## src/rtl/dcache_pkg.sv

```systemverilog
// rtl/dcache_pkg.sv - shared types and default geometry for the data cache controller
// Contents: default line count / line size, derived address field widths,
// controller state encoding and the packed line type for the default geometry.
package dcache_pkg;

  localparam int NUM_LINES_DEF  = 4;
  localparam int LINE_WORDS_DEF = 4;

  // Byte offset covers the word select plus the two ignored byte bits.
  localparam int OFF_W_DEF = $clog2(LINE_WORDS_DEF) + 2;
  localparam int IDX_W_DEF = $clog2(NUM_LINES_DEF);
  localparam int TAG_W_DEF = 32 - OFF_W_DEF - IDX_W_DEF;

  typedef enum logic [1:0] {
    ST_IDLE      = 2'd0,
    ST_WRITEBACK = 2'd1,
    ST_REFILL    = 2'd2
  } dcache_state_t;

  // Word i of a line sits at bits [32*i +: 32]; same layout as mem_wdata/mem_rdata.
  typedef logic [LINE_WORDS_DEF-1:0][31:0] line_t;

endpackage

```

## src/rtl/dcache_line_store.sv

```systemverilog
// rtl/dcache_line_store.sv - valid/dirty/tag/data arrays for a direct-mapped cache
// Ports:
//   clock, reset                    clock and synchronous active-high reset (clears valid/dirty)
//   rd_index -> rd_valid/rd_dirty/rd_tag/rd_line   single combinational read port
//   word_we/word_index/word_sel/word_data          word store, also marks the line dirty
//   line_we/line_index/line_tag/line_data          whole-line refill, line becomes valid+clean
//   clean_we/clean_index                           clears dirty after a writeback
module dcache_line_store #(
  parameter int NUM_LINES  = 4,
  parameter int LINE_WORDS = 4,
  parameter int TAG_W      = 26,
  parameter int IDX_W      = $clog2(NUM_LINES),
  parameter int WSEL_W     = $clog2(LINE_WORDS)
) (
  input  logic                     clock,
  input  logic                     reset,
  input  logic [IDX_W-1:0]         rd_index,
  output logic                     rd_valid,
  output logic                     rd_dirty,
  output logic [TAG_W-1:0]         rd_tag,
  output logic [32*LINE_WORDS-1:0] rd_line,
  input  logic                     word_we,
  input  logic [IDX_W-1:0]         word_index,
  input  logic [WSEL_W-1:0]        word_sel,
  input  logic [31:0]              word_data,
  input  logic                     line_we,
  input  logic [IDX_W-1:0]         line_index,
  input  logic [TAG_W-1:0]         line_tag,
  input  logic [32*LINE_WORDS-1:0] line_data,
  input  logic                     clean_we,
  input  logic [IDX_W-1:0]         clean_index
);

  logic [NUM_LINES-1:0]     valid_q;
  logic [NUM_LINES-1:0]     dirty_q;
  logic [TAG_W-1:0]         tag_q  [NUM_LINES];
  logic [32*LINE_WORDS-1:0] data_q [NUM_LINES];

  assign rd_valid = valid_q[rd_index];
  assign rd_dirty = dirty_q[rd_index];
  assign rd_tag   = tag_q[rd_index];
  assign rd_line  = data_q[rd_index];

  always_ff @(posedge clock) begin
    if (reset) begin
      valid_q <= '0;
      dirty_q <= '0;
    end else begin
      if (line_we) begin
        valid_q[line_index] <= 1'b1;
        dirty_q[line_index] <= 1'b0;
      end
      if (clean_we) dirty_q[clean_index] <= 1'b0;
      if (word_we)  dirty_q[word_index]  <= 1'b1;
    end
  end

  // Tags and data carry no reset; they are meaningless until valid is set.
  always_ff @(posedge clock) begin
    if (line_we) begin
      tag_q[line_index]  <= line_tag;
      data_q[line_index] <= line_data;
    end
    if (word_we) data_q[word_index][{word_sel, 5'd0} +: 32] <= word_data;
  end

endmodule

```

## src/rtl/dcache_ctrl.sv

```systemverilog
// rtl/dcache_ctrl.sv - direct-mapped write-back data cache controller
// Ports:
//   clock, reset                 clock and synchronous active-high reset
//   cpu_req/cpu_we/cpu_addr/cpu_wdata   MEM-stage word access (held while stalled)
//   cpu_rdata                    load data, combinational on an IDLE hit
//   dcache_stall                 holds the pipeline on a miss and during line transfers
//   mem_req/mem_we/mem_addr/mem_wdata   registered line transfer request (we=1 writeback)
//   mem_rdata/mem_ack            refill line and one-cycle completion pulse
module dcache_ctrl
  import dcache_pkg::*;
#(
  parameter int NUM_LINES  = NUM_LINES_DEF,
  parameter int LINE_WORDS = LINE_WORDS_DEF
) (
  input  logic                     clock,
  input  logic                     reset,
  input  logic                     cpu_req,
  input  logic                     cpu_we,
  input  logic [31:0]              cpu_addr,
  input  logic [31:0]              cpu_wdata,
  output logic [31:0]              cpu_rdata,
  output logic                     dcache_stall,
  output logic                     mem_req,
  output logic                     mem_we,
  output logic [31:0]              mem_addr,
  output logic [32*LINE_WORDS-1:0] mem_wdata,
  input  logic [32*LINE_WORDS-1:0] mem_rdata,
  input  logic                     mem_ack
);

  localparam int WSEL_W = $clog2(LINE_WORDS);
  localparam int OFF_W  = WSEL_W + 2;
  localparam int IDX_W  = $clog2(NUM_LINES);
  localparam int TAG_W  = 32 - OFF_W - IDX_W;

  logic [WSEL_W-1:0] word_sel;
  logic [IDX_W-1:0]  index;
  logic [TAG_W-1:0]  tag;
  logic              unused_byte_bits;

  assign word_sel         = cpu_addr[OFF_W-1:2];
  assign index            = cpu_addr[OFF_W+IDX_W-1:OFF_W];
  assign tag              = cpu_addr[31:OFF_W+IDX_W];
  assign unused_byte_bits = ^cpu_addr[1:0];

  dcache_state_t           state_q;
  logic                    mem_req_q;
  logic                    mem_we_q;
  logic [31:0]             mem_addr_q;
  logic [32*LINE_WORDS-1:0] mem_wdata_q;

  logic                     rd_valid;
  logic                     rd_dirty;
  logic [TAG_W-1:0]         rd_tag;
  logic [32*LINE_WORDS-1:0] rd_line;

  logic hit, in_idle, miss, xfer_done;
  logic word_we, line_we, clean_we;

  assign hit       = cpu_req && rd_valid && (rd_tag == tag);
  assign in_idle   = (state_q == ST_IDLE);
  assign miss      = in_idle && cpu_req && !hit;
  // An ack only completes a transfer we are actually requesting; anything else is stray.
  assign xfer_done = mem_req_q && mem_ack;

  assign dcache_stall = !reset && (!in_idle || miss);
  assign cpu_rdata    = rd_line[{word_sel, 5'd0} +: 32];

  assign word_we  = !reset && in_idle && hit && cpu_we;
  assign line_we  = !reset && (state_q == ST_REFILL) && xfer_done;
  assign clean_we = !reset && (state_q == ST_WRITEBACK) && xfer_done;

  assign mem_req   = mem_req_q;
  assign mem_we    = mem_we_q;
  assign mem_addr  = mem_addr_q;
  assign mem_wdata = mem_wdata_q;

  dcache_line_store #(
    .NUM_LINES (NUM_LINES),
    .LINE_WORDS(LINE_WORDS),
    .TAG_W     (TAG_W),
    .IDX_W     (IDX_W),
    .WSEL_W    (WSEL_W)
  ) u_store (
    .clock      (clock),
    .reset      (reset),
    .rd_index   (index),
    .rd_valid   (rd_valid),
    .rd_dirty   (rd_dirty),
    .rd_tag     (rd_tag),
    .rd_line    (rd_line),
    .word_we    (word_we),
    .word_index (index),
    .word_sel   (word_sel),
    .word_data  (cpu_wdata),
    .line_we    (line_we),
    .line_index (index),
    .line_tag   (tag),
    .line_data  (mem_rdata),
    .clean_we   (clean_we),
    .clean_index(index)
  );

  always_ff @(posedge clock) begin
    if (reset) begin
      state_q   <= ST_IDLE;
      mem_req_q <= 1'b0;
      mem_we_q  <= 1'b0;
    end else begin
      case (state_q)
        ST_IDLE: begin
          if (miss) begin
            mem_req_q   <= 1'b1;
            mem_wdata_q <= rd_line;
            if (rd_valid && rd_dirty) begin
              state_q    <= ST_WRITEBACK;
              mem_we_q   <= 1'b1;
              mem_addr_q <= {rd_tag, index, {OFF_W{1'b0}}};
            end else begin
              state_q    <= ST_REFILL;
              mem_we_q   <= 1'b0;
              mem_addr_q <= {tag, index, {OFF_W{1'b0}}};
            end
          end
        end
        ST_WRITEBACK: begin
          // Drop mem_req for one cycle so the refill is a distinct request.
          if (xfer_done) begin
            state_q   <= ST_REFILL;
            mem_req_q <= 1'b0;
          end
        end
        ST_REFILL: begin
          if (!mem_req_q) begin
            mem_req_q  <= 1'b1;
            mem_we_q   <= 1'b0;
            mem_addr_q <= {tag, index, {OFF_W{1'b0}}};
          end else if (mem_ack) begin
            state_q   <= ST_IDLE;
            mem_req_q <= 1'b0;
          end
        end
        default: begin
          state_q   <= ST_IDLE;
          mem_req_q <= 1'b0;
        end
      endcase
    end
  end

endmodule

```

## config.mk

```make
export PLATFORM = sky130hd
export DESIGN_NAME = dcache_ctrl
export DESIGN_NICKNAME = d
export VERILOG_FILES = /design/src/rtl/dcache_pkg.sv /design/src/rtl/dcache_line_store.sv /design/src/rtl/dcache_ctrl.sv
export SDC_FILE = /design/constraint.sdc
export NUM_CORES = 1
export LEC_CHECK = 0
export ABC_CLOCK_PERIOD_IN_PS = 12500
export CAP_MARGIN = 10
export CORE_ASPECT_RATIO = 0.9
export CORE_UTILIZATION = 58
export CTS_BUF_LIST = sky130_fd_sc_hd__clkbuf_4 sky130_fd_sc_hd__clkbuf_8
export CTS_CLUSTER_DIAMETER = 40
export DETAILED_ROUTE_END_ITERATION = 10
export HOLD_SLACK_MARGIN = 0.15
export PLACE_DENSITY = 0.88
export SLEW_MARGIN = 20
export SYNTH_ARGS = -nofsm -noshare
export SYNTH_HDL_FRONTEND = slang
export SYNTH_SLANG_ARGS = --single-unit
```

## constraint.sdc

```tcl
create_clock -name clock -period 12.5 [get_ports clock]
set_clock_uncertainty 0.2 [all_clocks]
set_input_delay 2.5 -clock clock [delete_from_list [all_inputs] [get_ports clock]]
set_output_delay 2.5 -clock clock [all_outputs]
set_load 0.02 [all_outputs]
```

==> results.cfg, run 1 <==
[power]
vdd_drop_max_v = 0.0001043
leakage_nw = 13.92
cellPowerDensity_nw_per_um2 = 142.0

[global_routing]
grt_overflow = 0
grt_max_degree = 93
grt_pass1_wl_mm = 119.7
grt_pass1_vias = 19040
antenna_found_initial = 11
track_usage_pct = 29.74

[synth]
synth_area_um2 = 31750
syn_inst = 1702
synth_flop_cell = edfxtp_1
yosys_warnings = 0
avgSynthCellArea_um2 = 18.66
synth_edf_count = 772
synth_seq_cells = 784
async_flop_share_pct = 0
synth_cell_type_count = 52
ys_seq_area_share_pct = 73.77

[setup_path]
critPathCaptureType = output port
worstSetupStartpointType = input pin
cp.required_ns = 9.80
critPathArrivalTime_ns = 6.70
regToRegStartpoint = u_store.tag_q[3][19]
crit_path_max_fanout = 66
critPathKind = input pin to output port
rrSetupSlack_ns = 7.25
crit_start = cpu_addr[5]

[drt]
vias = 18150
dr.pass1.iters = 6
drt_wl_total_mm = 82.27
route.detailed.drc = 0
ant_nets = 0
first_iter_violations = 1933
wl_per_cell_um = 27.78
via_per_inst = 6.129

[layout]
fill_cells = 2928
fin_nets = 2358
seqCellArea_um2 = 23420
fin_util_pct = 72.73
multi_input_area_um2 = 7592
drive_above_1_share_pct = 19.73
area_growth_pct = 22.66

[sta]
tns_ns = 0
period_needed_ns = 9.400
max_freq_ghz = 0.1064
setup_viol = 0
tightest_slew_ns = 1.048
slew_violations = 0
post-route-period-util_pct = 75.20
hold_ws_ns = 0.2937
rsz0062_at_grt = no
finalHoldViolCount = 0
relSlewSlack_pct = 29.98

[floorplanning]
io_pins = 392
fp.dieArea_um2 = 55690
rows = 80
core-area_um2 = 53550
die_x_um = 248.6
start_util_pct = 59.29
fp.dieH_um = 224.0

[cts]
hold_buffers = 0
cts_root_buffer = clkbuf_8
cts_max_level = 3
cts_tree = built
clock_latency_ns = 0.75
clk_path_buf_depth = 3
numCtsBuffers = 120
cts_resized = 0
clk_pin_slew_ns = 0.06
post-cts-setup-buffers = 0
clock_sinks = 784

[placement]
port_buffers = 385
place_congestion = 0.8650
dp_hpwl_mm = 51.00

[status]
outcome = finished, final reports clean

[hold_path]
hold_start = u_store.dirty_q[0]
hp-class = flop to flop

[job]
cap_viol_max_count = 0
-- metal layers --
metal	up-vias	part of all wire, %	track usage, %	wire [um]
li1	7528	-	-	-
met1	9178	36	39.15	29570
met2	1241	50	48.58	41180
met3	195	11	6.763	8706
met4	6	3.4	12.22	2761
met5	-	0.061	0	50
-- cells by family after synthesis --
kind of cell,synth area share (%)
DFF,73.77
AOI/OAI and AO/OA,1.407
muxes,17.33
and+or+nand+nor,3.625
xor gates and xnor gates,0.5241
buffers and inverters,3.137
adders and majority gates,0.1970
other,0.01181
-- cells in the mapped netlist (all sizes together) (4+ instances only) --
master	n	area share (%)
dfxtp	12	0.76
edfxtp	772	73
o21ai	21	0.33
nor3	5	0.095
ha	5	0.20
nand3	9	0.14
inv	138	1.6
xnor2	12	0.33
buf	47	1.0
nand2	205	2.6
nand2b	4	0.079
mux4	178	13
clkbuf	40	0.47
a21oi	29	0.46
or3	5	0.099
nor2	25	0.30
mux2i	147	4.6
xor2	7	0.19
-- stage by stage --
stage / area [um2] / cells / power (mW) / worst slack (ns)
6_report: 38950 / 2961 / 5.532 / 3.100
5_1_grt: 38940 / 2960 / 5.681 / 2.713
4_1_cts: 38930 / 2953 / 5.550 / 3.108
3_5_place_dp: 36510 / 2731 / 3.462 / 3.103
3_3_place_gp: 36510 / 2731 / 3.446 / 3.102
2_1_floorplan: 31760 / 1705 / 3.236 / 2.384
-- report_power, final --
part | total [mW] | switching (mW) | leakage (nW) | internal (mW)
sequential | 2.95 | 0.0131 | 7.08 | 2.93
clock | 2.12 | 0.994 | 1.29 | 1.13
combinational | 0.465 | 0.257 | 5.55 | 0.208
total | 5.53 | 1.26 | 13.9 | 4.27
-- layout make-up --
cell class | count | share of cell area, %
diodes | 8 | 0.05140
clock buffers | 156 | 4.983
clock inverters | 66 | 1.218
inverters | 140 | 1.349
multi-input cells | 694 | 19.49
flip-flops and latches | 784 | 60.14
well taps | 697 | 2.239
repair buffers | 416 | 10.53
-- registers in the layout, indices dropped and copies added (netlist names), named ones only --
register and count:
u_store.tag_q 104, u_store.data_q 512, mem_we 1, state_q 2, u_store.dirty_q 3, mem_wdata 128, u_store.valid_q 4, mem_req 1
mem_addr 28
-- worst paths after layout --
kind / endpoint / cells after the start
setup / recovery: dcache_stall / 10
hold / removal: u_store.dirty_q[0] / 2
setup reg to reg: u_store.data_q[0][17] / 9
hold reg to reg: u_store.dirty_q[0] / 2
-- layout by cell type (no fill, tap or decap), types with 5 or more instances in the layout --
| cell type | Yosys | layout |
|---|---|---|
| xor2_1 | 7 | 7 |
| clkinv_2 | 0 | 23 |
| edfxtp_1 | 772 | 772 |
| bufinv_16 | 0 | 5 |
| a21oi_4 | 0 | 16 |
| clkbuf_4 | 0 | 33 |
| buf_4 | 6 | 30 |
| mux2i_1 | 147 | 147 |
| inv_1 | 138 | 138 |
| clkbuf_8 | 0 | 123 |
| diode_2 | 0 | 8 |
| clkdlybuf4s50_1 | 0 | 382 |
| nand2_1 | 201 | 201 |
| xnor2_1 | 12 | 12 |
| nand3_1 | 9 | 9 |
| clkinv_1 | 2 | 29 |
| mux4_2 | 178 | 178 |
| a21oi_1 | 29 | 13 |
| nor2_4 | 0 | 5 |
| ha_1 | 5 | 5 |
| dfxtp_1 | 12 | 12 |
| o21ai_0 | 21 | 21 |
| nor2_1 | 25 | 20 |
-- worst max-delay path, cell delays in order --
cell	delay, ns
buf_6	0.39
buf_4	0.83
mux2_2	0.45
nand3b_1	0.09
o211ai_1	0.10
nor4_1	0.50
nand3_1	0.28
o31ai_1	0.71
a21oi_1	0.23
clkdlybuf4s50_1	0.58
Note: power is estimated with default switching activity, not from simulation.
==> run 2: changes to the inputs <==
- ABC_CLOCK_PERIOD_IN_PS: 12500 -> 9530
- clock period: 12.5 -> 9.53 ns (I/O delays scaled with it)
==> results.cfg, run 2 (synthesis gave the netlist of run 1 again) <==
[drt]
wl_per_cell_um = 27.94
vias = 18360
via_per_inst = 6.203
ant_nets = 0
first_iter_violations = 2282
route.detailed.drc = 0
drt_wl_total_mm = 82.68
dr.pass1.iters = 5

[layout]
top_register = u_store.data_q
drive_above_1_share_pct = 18.91
finalNonFillerCells = 2959
fill_cells = 2903
final_cell_mix = edfxtp_1, clkdlybuf4s50_1, nand2_1
fin_nets = 2357
largest_reg_flops = 512
fin_util_pct = 72.54
stdcell_area_um2 = 38850
area_growth_pct = 22.34
layout_commonest_cell = edfxtp_1

[setup_path]
regToRegStartpoint = u_store.tag_q[3][19]
crit_slowest_cell = o31ai_1
worst_r2r_path_depth = 9
crit_path_end = dcache_stall
crit_buf_inv = 2
cpLargestDelayFamily = compound AO/OA/AOI/OAI gates
crit_chain = buf_8 > mux4_2 > xnor2_1 > nand3_1 > nor4_1 > o2111ai_1 > o31ai_1 > a21oi_1 > clkdlybuf4s50_1
cp.required_ns = 7.42
critPathKind = input pin to output port
rrSetupSlack_ns = 4.25
worstSetupPathDepth = 9
cpPeakStageDelay_ns = 0.77
worstSetupStartpointType = input pin
critPathArrivalTime_ns = 5.87
critPathCaptureType = output port
r2r_end = u_store.data_q[0][95]
crit_start = cpu_addr[4]
crit_path_max_fanout = 87

[floorplanning]
start_util_pct = 59.29
io_pins = 392
fp.dieH_um = 224.0
die_x_um = 248.6
core-area_um2 = 53550
rows = 80
fp.dieArea_um2 = 55690

[placement]
dp_slack_ns = 1.514
placed_cells_incl_taps = 2732
dpl_cell_area_um2 = 36510
dp_hpwl_mm = 52.71
port_buffers = 385
place_congestion = 0.8538

[cts]
cts_tree = built
clock_sinks = 784
cts_resized = 0
clk_pin_slew_ns = 0.06
clk_path_buf_depth = 3
hold_buffers = 0
post-cts-setup-buffers = 0
numCtsBuffers = 117
clock_latency_ns = 0.75
cts_root_buffer = clkbuf_8
cts_max_level = 3

[global_routing]
grt_pass1_wl_mm = 119.7
track_usage_pct = 29.89
grt_overflow = 0
grt_pass1_vias = 18910
antenna_found_initial = 10
grt_max_degree = 88

[status]
outcome = finished, final reports clean

[sta]
period_needed_ns = 7.978
rsz0062_at_grt = no
slew_violations = 0
max_freq_ghz = 0.1254
worst_slack_ns = 1.552
tightest_slew_ns = 1.218
setup_viol = 0
tns_ns = 0
post-route-period-util_pct = 83.71
relSlewSlack_pct = 18.47
finalHoldViolCount = 0

[hold_path]
hp-class = flop to flop
hold_start = u_store.dirty_q[2]

[power]
vdd_drop_max_v = 0.0001635
leakage_nw = 13.84
cellPowerDensity_nw_per_um2 = 183.7

[job]
cap_viol_max_count = 0
run 2: how the worst min path moves through the flow:
stage | end | slack (ns) | cells after the start
3_3_place_gp | u_store.dirty_q[0] | 0.26 | 2
2_1_floorplan | u_store.dirty_q[1] | 0.25 | 2
5_1_grt | u_store.dirty_q[1] | 0.32 | 2
3_5_place_dp | u_store.dirty_q[2] | 0.27 | 2
4_1_cts | u_store.dirty_q[2] | 0.28 | 2
6_report | u_store.dirty_q[2] | 0.28 | 2
run 2: per-stage QoR:
stage | power (mW) | hold slack, ns
after CTS | 7.156 | 0.2828
after detailed placement | 4.541 | 0.2741
final | 7.135 | 0.2825
after global routing | 7.321 | 0.3161
after global placement | 4.521 | 0.2598
after floorplan | 4.244 | 0.2496
run 2: where the power goes:
| part | internal, mW | switching [mW] | total, mW |
|---|---|---|---|
| Clock | 1.37 | 1.28 | 2.66 |
| Sequential | 3.85 | 0.0180 | 3.87 |
| Combinational | 0.273 | 0.342 | 0.614 |
run 2: layer usage:
layer | vias to the layer above | share of wire [%] | global-route usage (%)
met4 | 4 | 3.9 | 13.14
met3 | 210 | 11 | 7.274
met2 | 1352 | 49 | 47.73
li1 | 7536 | - | -
met5 | - | 0.035 | 0
met1 | 9254 | 36 | 39.63
run 2: worst register-to-register path: cells and delay by family (launching register included):
family          cells  cell delay, ns
buf+inv             1            0.41
flops               1            0.38
compound gates      2            1.39
simple gates        4            1.92
mux                 1            0.52
xor+xnor            1            0.17
run 2: cell type report:
type                       count  area [um2]  share of cell area, %
sequential                   784       23420                  60.30
multi-input combinational    694        7592                  19.54
timing repair buffer         418        4123                  10.61
clock buffer                 149        1863                  4.796
tap                          697       872.1                  2.245
inverter                     140       525.5                  1.353
clock inverter                68       425.4                  1.095
antenna                        9       22.52                0.05798
